### config.mk
export PLATFORM = sky130hd
export DESIGN_NAME = ex_mem_skid_reg
export DESIGN_NICKNAME = d
export VERILOG_FILES = /design/src/rtl/riscv_pkg.sv /design/src/rtl/mem_align_chk.sv /design/src/rtl/ex_mem_skid_reg.sv
export SDC_FILE = /design/constraint.sdc
export NUM_CORES = 1
export LEC_CHECK = 0
export CORE_MARGIN = 10
export CORE_UTILIZATION = 54
export CTS_BUF_LIST = sky130_fd_sc_hd__clkbuf_8 sky130_fd_sc_hd__clkbuf_16
export DETAILED_ROUTE_END_ITERATION = 10
export PLACE_DENSITY = 0.85
export SLEW_MARGIN = 20
export SYNTH_ARGS = -nofsm -noshare
export SYNTH_HDL_FRONTEND = slang
export SYNTH_HIERARCHICAL = 1
export SYNTH_SLANG_ARGS = --single-unit
### constraint.sdc
create_clock -name clk -period 3.5 [get_ports clk]
set_input_delay 0.7 -clock clk [delete_from_list [all_inputs] [get_ports clk]]
set_output_delay 0.7 -clock clk [all_outputs]
set_load 0.01 [all_outputs]
### src/rtl/riscv_pkg.sv
// Shared RISC-V pipeline definitions.
//   - store_type / load_type encodings used by the EX->MEM path and the load/store unit
//   - skid buffer occupancy states
//   - mem_ctrl_t: the bundle of fields carried from execute to memory
package riscv_pkg;

    localparam int RV_XLEN      = 32;
    localparam int RV_REGADDR_W = 5;

    typedef enum logic [1:0] {
        ST_SB  = 2'b00,
        ST_SH  = 2'b01,
        ST_SW  = 2'b10,
        ST_RSV = 2'b11
    } store_type_e;

    typedef enum logic [2:0] {
        LD_LB  = 3'b000,
        LD_LH  = 3'b001,
        LD_LW  = 3'b010,
        LD_LBU = 3'b100,
        LD_LHU = 3'b101
    } load_type_e;

    typedef enum logic [1:0] {
        SKID_EMPTY = 2'b00,
        SKID_ONE   = 2'b01,
        SKID_FULL  = 2'b10
    } skid_state_e;

    typedef struct packed {
        logic [RV_XLEN-1:0]      result_alu;
        logic [RV_XLEN-1:0]      op2_data;
        logic                    mem_write;
        logic                    mem_read;
        logic [1:0]              store_type;
        logic [2:0]              load_type;
        logic [RV_REGADDR_W-1:0] rd;
        logic                    reg_write;
    } mem_ctrl_t;

endpackage

### src/rtl/mem_align_chk.sv
// Combinational misalignment check for a single memory access.
// Ports:
//   addr_lo     in  2  low address bits of the effective address
//   mem_read    in  1  access is a load
//   mem_write   in  1  access is a store (takes precedence for the size lookup)
//   store_type  in  2  SB/SH/SW; reserved encoding is checked as a word
//   load_type   in  3  LB/LH/LW/LBU/LHU
//   misaligned  out 1  access size does not divide the address
// The result is not qualified by any valid; callers gate it.
module mem_align_chk
    import riscv_pkg::*;
(
    input  logic [1:0] addr_lo,
    input  logic       mem_read,
    input  logic       mem_write,
    input  logic [1:0] store_type,
    input  logic [2:0] load_type,
    output logic       misaligned
);

    logic st_mis;
    logic ld_mis;

    always_comb begin
        st_mis = 1'b0;
        case (store_type)
            ST_SB:   st_mis = 1'b0;
            ST_SH:   st_mis = addr_lo[0];
            default: st_mis = |addr_lo;   // SW and reserved encoding
        endcase

        ld_mis = 1'b0;
        case (load_type)
            LD_LH, LD_LHU: ld_mis = addr_lo[0];
            LD_LW:         ld_mis = |addr_lo;
            default:       ld_mis = 1'b0;
        endcase

        misaligned = 1'b0;
        if (mem_write) begin
            misaligned = st_mis;
        end else if (mem_read) begin
            misaligned = ld_mis;
        end
    end

endmodule

### src/rtl/ex_mem_skid_reg.sv
// EX->MEM pipeline register implemented as a 2-entry skid buffer.
// HEAD drives the memory-stage outputs; SKID catches the one op that execute
// may launch in the same cycle memory stalls, so ex_ready can be a flop.
// Ports:
//   clk, rst (async, active-low), flush (drops every held op and the incoming one)
//   ex_*        execute-side op fields with ex_valid / ex_ready handshake
//   mem_ready   memory stage consumes HEAD this cycle
//   mem_valid   HEAD holds an op
//   result_alu, op2_data, store_type, load_type, rd : raw HEAD fields
//   mem_write, mem_read, reg_write : HEAD controls gated by mem_valid
//   misaligned  HEAD access is misaligned (gated by mem_valid and read|write)
module ex_mem_skid_reg
    import riscv_pkg::*;
#(
    parameter int XLEN      = RV_XLEN,
    parameter int REGADDR_W = RV_REGADDR_W
) (
    input  logic                 clk,
    input  logic                 rst,
    input  logic                 flush,
    input  logic                 ex_valid,
    output logic                 ex_ready,
    input  logic [XLEN-1:0]      ex_result_alu,
    input  logic [XLEN-1:0]      ex_op2_data,
    input  logic                 ex_mem_write,
    input  logic                 ex_mem_read,
    input  logic [1:0]           ex_store_type,
    input  logic [2:0]           ex_load_type,
    input  logic [REGADDR_W-1:0] ex_rd,
    input  logic                 ex_reg_write,
    input  logic                 mem_ready,
    output logic                 mem_valid,
    output logic [XLEN-1:0]      result_alu,
    output logic [XLEN-1:0]      op2_data,
    output logic                 mem_write,
    output logic                 mem_read,
    output logic [1:0]           store_type,
    output logic [2:0]           load_type,
    output logic [REGADDR_W-1:0] rd,
    output logic                 reg_write,
    output logic                 misaligned
);

    // The entry type comes from the shared package, so widths must agree with it.
    if (XLEN != RV_XLEN || REGADDR_W != RV_REGADDR_W) begin : g_width_chk
        $error("ex_mem_skid_reg: XLEN/REGADDR_W must match riscv_pkg");
    end

    skid_state_e state_q, state_d;
    mem_ctrl_t   head_q, head_d;
    mem_ctrl_t   skid_q, skid_d;
    logic        ex_ready_q, ex_ready_d;
    mem_ctrl_t   ex_op;
    logic        xfer_in;
    logic        xfer_out;
    logic        head_mis;

    always_comb begin
        ex_op            = '0;
        ex_op.result_alu = ex_result_alu;
        ex_op.op2_data   = ex_op2_data;
        ex_op.mem_write  = ex_mem_write;
        ex_op.mem_read   = ex_mem_read;
        ex_op.store_type = ex_store_type;
        ex_op.load_type  = ex_load_type;
        ex_op.rd         = ex_rd;
        ex_op.reg_write  = ex_reg_write;
    end

    assign mem_valid = (state_q != SKID_EMPTY);
    assign xfer_in   = ex_valid & ex_ready_q;
    assign xfer_out  = mem_valid & mem_ready;

    always_comb begin
        state_d = state_q;
        head_d  = head_q;
        skid_d  = skid_q;
        if (flush) begin
            // Redirect: everything held and anything arriving now is dead.
            state_d = SKID_EMPTY;
        end else begin
            case (state_q)
                SKID_EMPTY: begin
                    if (xfer_in) begin
                        head_d  = ex_op;
                        state_d = SKID_ONE;
                    end
                end
                SKID_ONE: begin
                    if (xfer_in && xfer_out) begin
                        head_d = ex_op;
                    end else if (xfer_in) begin
                        skid_d  = ex_op;
                        state_d = SKID_FULL;
                    end else if (xfer_out) begin
                        state_d = SKID_EMPTY;
                    end
                end
                SKID_FULL: begin
                    // ex_ready is low here, so only the drain path exists.
                    if (xfer_out) begin
                        head_d  = skid_q;
                        state_d = SKID_ONE;
                    end
                end
                default: state_d = SKID_EMPTY;
            endcase
        end
        // Registered ready: low exactly while the skid entry is occupied.
        ex_ready_d = (state_d != SKID_FULL);
    end

    always_ff @(posedge clk or negedge rst) begin
        if (!rst) begin
            state_q    <= SKID_EMPTY;
            head_q     <= '0;
            skid_q     <= '0;
            ex_ready_q <= 1'b1;
        end else begin
            state_q    <= state_d;
            head_q     <= head_d;
            skid_q     <= skid_d;
            ex_ready_q <= ex_ready_d;
        end
    end

    mem_align_chk u_align (
        .addr_lo    (head_q.result_alu[1:0]),
        .mem_read   (head_q.mem_read),
        .mem_write  (head_q.mem_write),
        .store_type (head_q.store_type),
        .load_type  (head_q.load_type),
        .misaligned (head_mis)
    );

    assign ex_ready   = ex_ready_q;
    assign result_alu = head_q.result_alu;
    assign op2_data   = head_q.op2_data;
    assign store_type = head_q.store_type;
    assign load_type  = head_q.load_type;
    assign rd         = head_q.rd;
    // Bubbles must never reach data memory or the register file.
    assign mem_write  = mem_valid & head_q.mem_write;
    assign mem_read   = mem_valid & head_q.mem_read;
    assign reg_write  = mem_valid & head_q.reg_write;
    assign misaligned = mem_valid & (head_q.mem_read | head_q.mem_write) & head_mis;

endmodule

==> out/qor.yml <==
outcome:
  outcome: "completed"
hold_path:
  hp-class: "in -> async"
routing:
  drt-initial-drc-count: 395
  antenna_left: 0
  avgViaCountPerCell: 5.44
  drt-total-wl_mm: 17.2
  drc: 0
  wire_per_inst_microns: 18.2
  num_vias: 5137
  dr.pass1.iters: 5
timing:
  whs_ns: 0.304
  worst_slew_margin_rel_pct: 33.4
  worst_slew_pin_slew_ns: 0.999
  grt_setup_unrepaired: "no"
  finClkSkew_ns: 0.00459
  hold_violations: 0
  finalSetupViolCount: 0
  setup_tns_ns: 0
  fmax_ghz: 0.361
  period_share_pct: 79.2
  finalCriticalPeriod_ns: 2.77
  drv_slew: 0
global_routing:
  grtUsageTotal_pct: 19.1
  grt_pass1_wl_mm: 27.8
  grt-ovfl-total: 0
  grt_max_degree: 105
  antenna_found_initial: 0
  first_global_vias: 5315
flow_run:
  cap_viol_max_count: 0
clocking:
  insertion_delay_ns: 0.42
  htree_levels: 4
  cts_buffers: 17
  cts_sinks: 157
  root_buffer: "clkbuf_16"
  path_clk_slew_ns: 0.06
  hold_buffers: 0
  ctsResizeCount: 0
  post_cts_buffers: 0
  cts_tree: "done"
  clockBufferDepth: 2
worst_setup_path:
  required_ns: 2.80
  crit_path_end_kind: "primary output"
  r2r.worst_path.cells: 5
  crit_type: "reg -> out"
  crit_arrival_ns: 2.07
  cp-start-kind: "register"
  path_max_fanout: 3
power:
  internal_power_mw: 4.18
  pwr-share-clk_pct: 33.5
  combPwrFrac_pct: 21.5
  vdd_drop_max_mv: 0.374
  p_switching_mw: 1.45
  swShare_pct: 25.7
  p_leak_nw: 3.87
  p_seq_share_pct: 45.0
  p_per_area_nw_per_um2: 632
die:
  io_pins: 162
  die_y_microns: 135
  die_area_sq_um: 18200
  core_sq_um: 12800
  rows: 41
  start_util_pct: 55.8
  die_w_microns: 135
finish:
  final_nets: 843
  drive_above_1_share_pct: 15.7
  antenna_cells: 0
  area_growth_pct: 24.9
logic_synthesis:
  syn_nets: 771
  yosysWarnings: 6
  ys_seq_area_share_pct: 55.1
  syn_area_per_cell_sq_um: 10.3
  synth_cell_type_count: 25
  synth_seq_cells: 157
  syn-cell-area_sq_um: 7130
  netlist_instances: 689
place:
  gp_congestion: 0.777
  dp_hpwl_mm: 11.6
  io_buffer_count: 161
==> worst max-delay path, cell delays in order, from the launching register on <==
cell,delay [ns]
dfrtp_1,0.42
o21ai_0,0.24
a41o_1,0.20
o21ai_0,0.09
nor2_1,0.13
clkdlybuf4s50_1,0.57
==> per-layer routing <==
layer	vias up	global-route usage, %	wire (microns)
met5	-	0	0
met4	0	7.62	295
met3	23	5.71	1190
met2	175	30.9	8210
met1	2553	23.4	7450
li1	2386	-	-
==> path summary, 6_finish.rpt <==
kind / slack (ns) / end / from
setup / recovery: 0.73 / misaligned / load_type[2]
min in group clk: 0.51 / skid_q[56] / skid_q[56]
max in group asynchronous: 2.26 / op2_data[11] / rst
setup reg to reg: 1.27 / skid_q[17] / ex_ready
hold / removal: 0.30 / skid_q[53] / rst
hold reg to reg: 0.51 / skid_q[56] / skid_q[56]
==> stage by stage <==
step / utilization (%) / worst slack, ns / std cells / power [mW] / area [sq um]
5_1_grt: 69.7 / 0.597 / 944 / 5.89 / 8900
6_report: 69.7 / 0.728 / 944 / 5.63 / 8900
3_3_place_gp: 64.9 / 0.709 / 914 / 3.69 / 8290
3_5_place_dp: 64.9 / 0.677 / 914 / 3.77 / 8290
2_1_floorplan: - / 1.75 / 689 / 3.32 / 7130
4_1_cts: 69.7 / 0.721 / 944 / 5.67 / 8900
==> cells in the final DEF, fill, tap and decap left out, drive strengths merged, types with 2 or more instances in the layout <==
master,count
clkdlybuf4s50,160
inv,4
clkbuf,22
nor2,81
clkinv,2
o21ai,4
a31oi,77
nand2,159
buf,10
nor2b,5
dfrtp,156
bufinv,3
mux2,77
==> power by group through the flow <==
| stage | Combinational [mW] | Clock [mW] | Sequential (mW) |
|---|---|---|---|
| 6_report | 1.21 | 1.88 | 2.53 |
| 5_1_grt | 1.32 | 1.99 | 2.58 |
| 4_1_cts | 1.23 | 1.91 | 2.53 |
| 3_5_place_dp | 1.22 | 0 | 2.55 |
| 3_3_place_gp | 1.17 | 0 | 2.52 |
| 2_1_floorplan | 0.853 | 0 | 2.47 |
==> final cells by class <==
type	count	area, sq um
timing repair buffer	170	1720
tap	172	215
clock buffer	22	494
inverter	2	7.51
sequential	157	3930
fill	873	3870
clock inverter	8	115
multi-input combinational	413	2420
==> cells by family (layout without fill, tap and decap cells) <==
logic type	Yosys count	count (layout)	share of synthesized area (%)
mux	77	77	12.2
buf+inv	119	202	11.3
compound gates	87	87	7.72
xor+xnor	1	1	0.123
flops	157	157	55.1
simple gates	248	248	13.6
==> cell usage after synthesis <==
cell type	instances	area share (%)
nand2_1	159	8.4
a2bb2oi_1	1	0.12
buf_4	83	8.7
dfrtp_1	156	55
a21oi_1	1	0.070
buf_6	3	0.47
a41o_1	1	0.14
o21ai_1	2	0.14
a211o_1	1	0.12
a211oi_1	1	0.11
a31oi_1	77	6.8
nor2b_4	1	0.19
xor2_1	1	0.12
inv_1	2	0.11
nand2b_1	1	0.088
o41ai_1	1	0.12
nor2_1	81	4.3
nand4bb_1	1	0.16
buf_2	19	1.3
nor2b_1	4	0.35
o21ai_0	2	0.14
clkbuf_1	12	0.63
nand3b_2	1	0.16
dfstp_2	1	0.37
mux2_2	77	12
==> registers in the layout (all words and copies together) (netlist names) <==
| name | flops |
|---|---|
| result_alu | 32 |
| store_type | 2 |
| head_q | 3 |
| state_q | 2 |
| skid_q | 77 |
| load_type | 3 |
| op2_data | 32 |
| rd | 5 |
| ex_ready | 1 |
No activity file was read; power rests on OpenSTA's default activity.
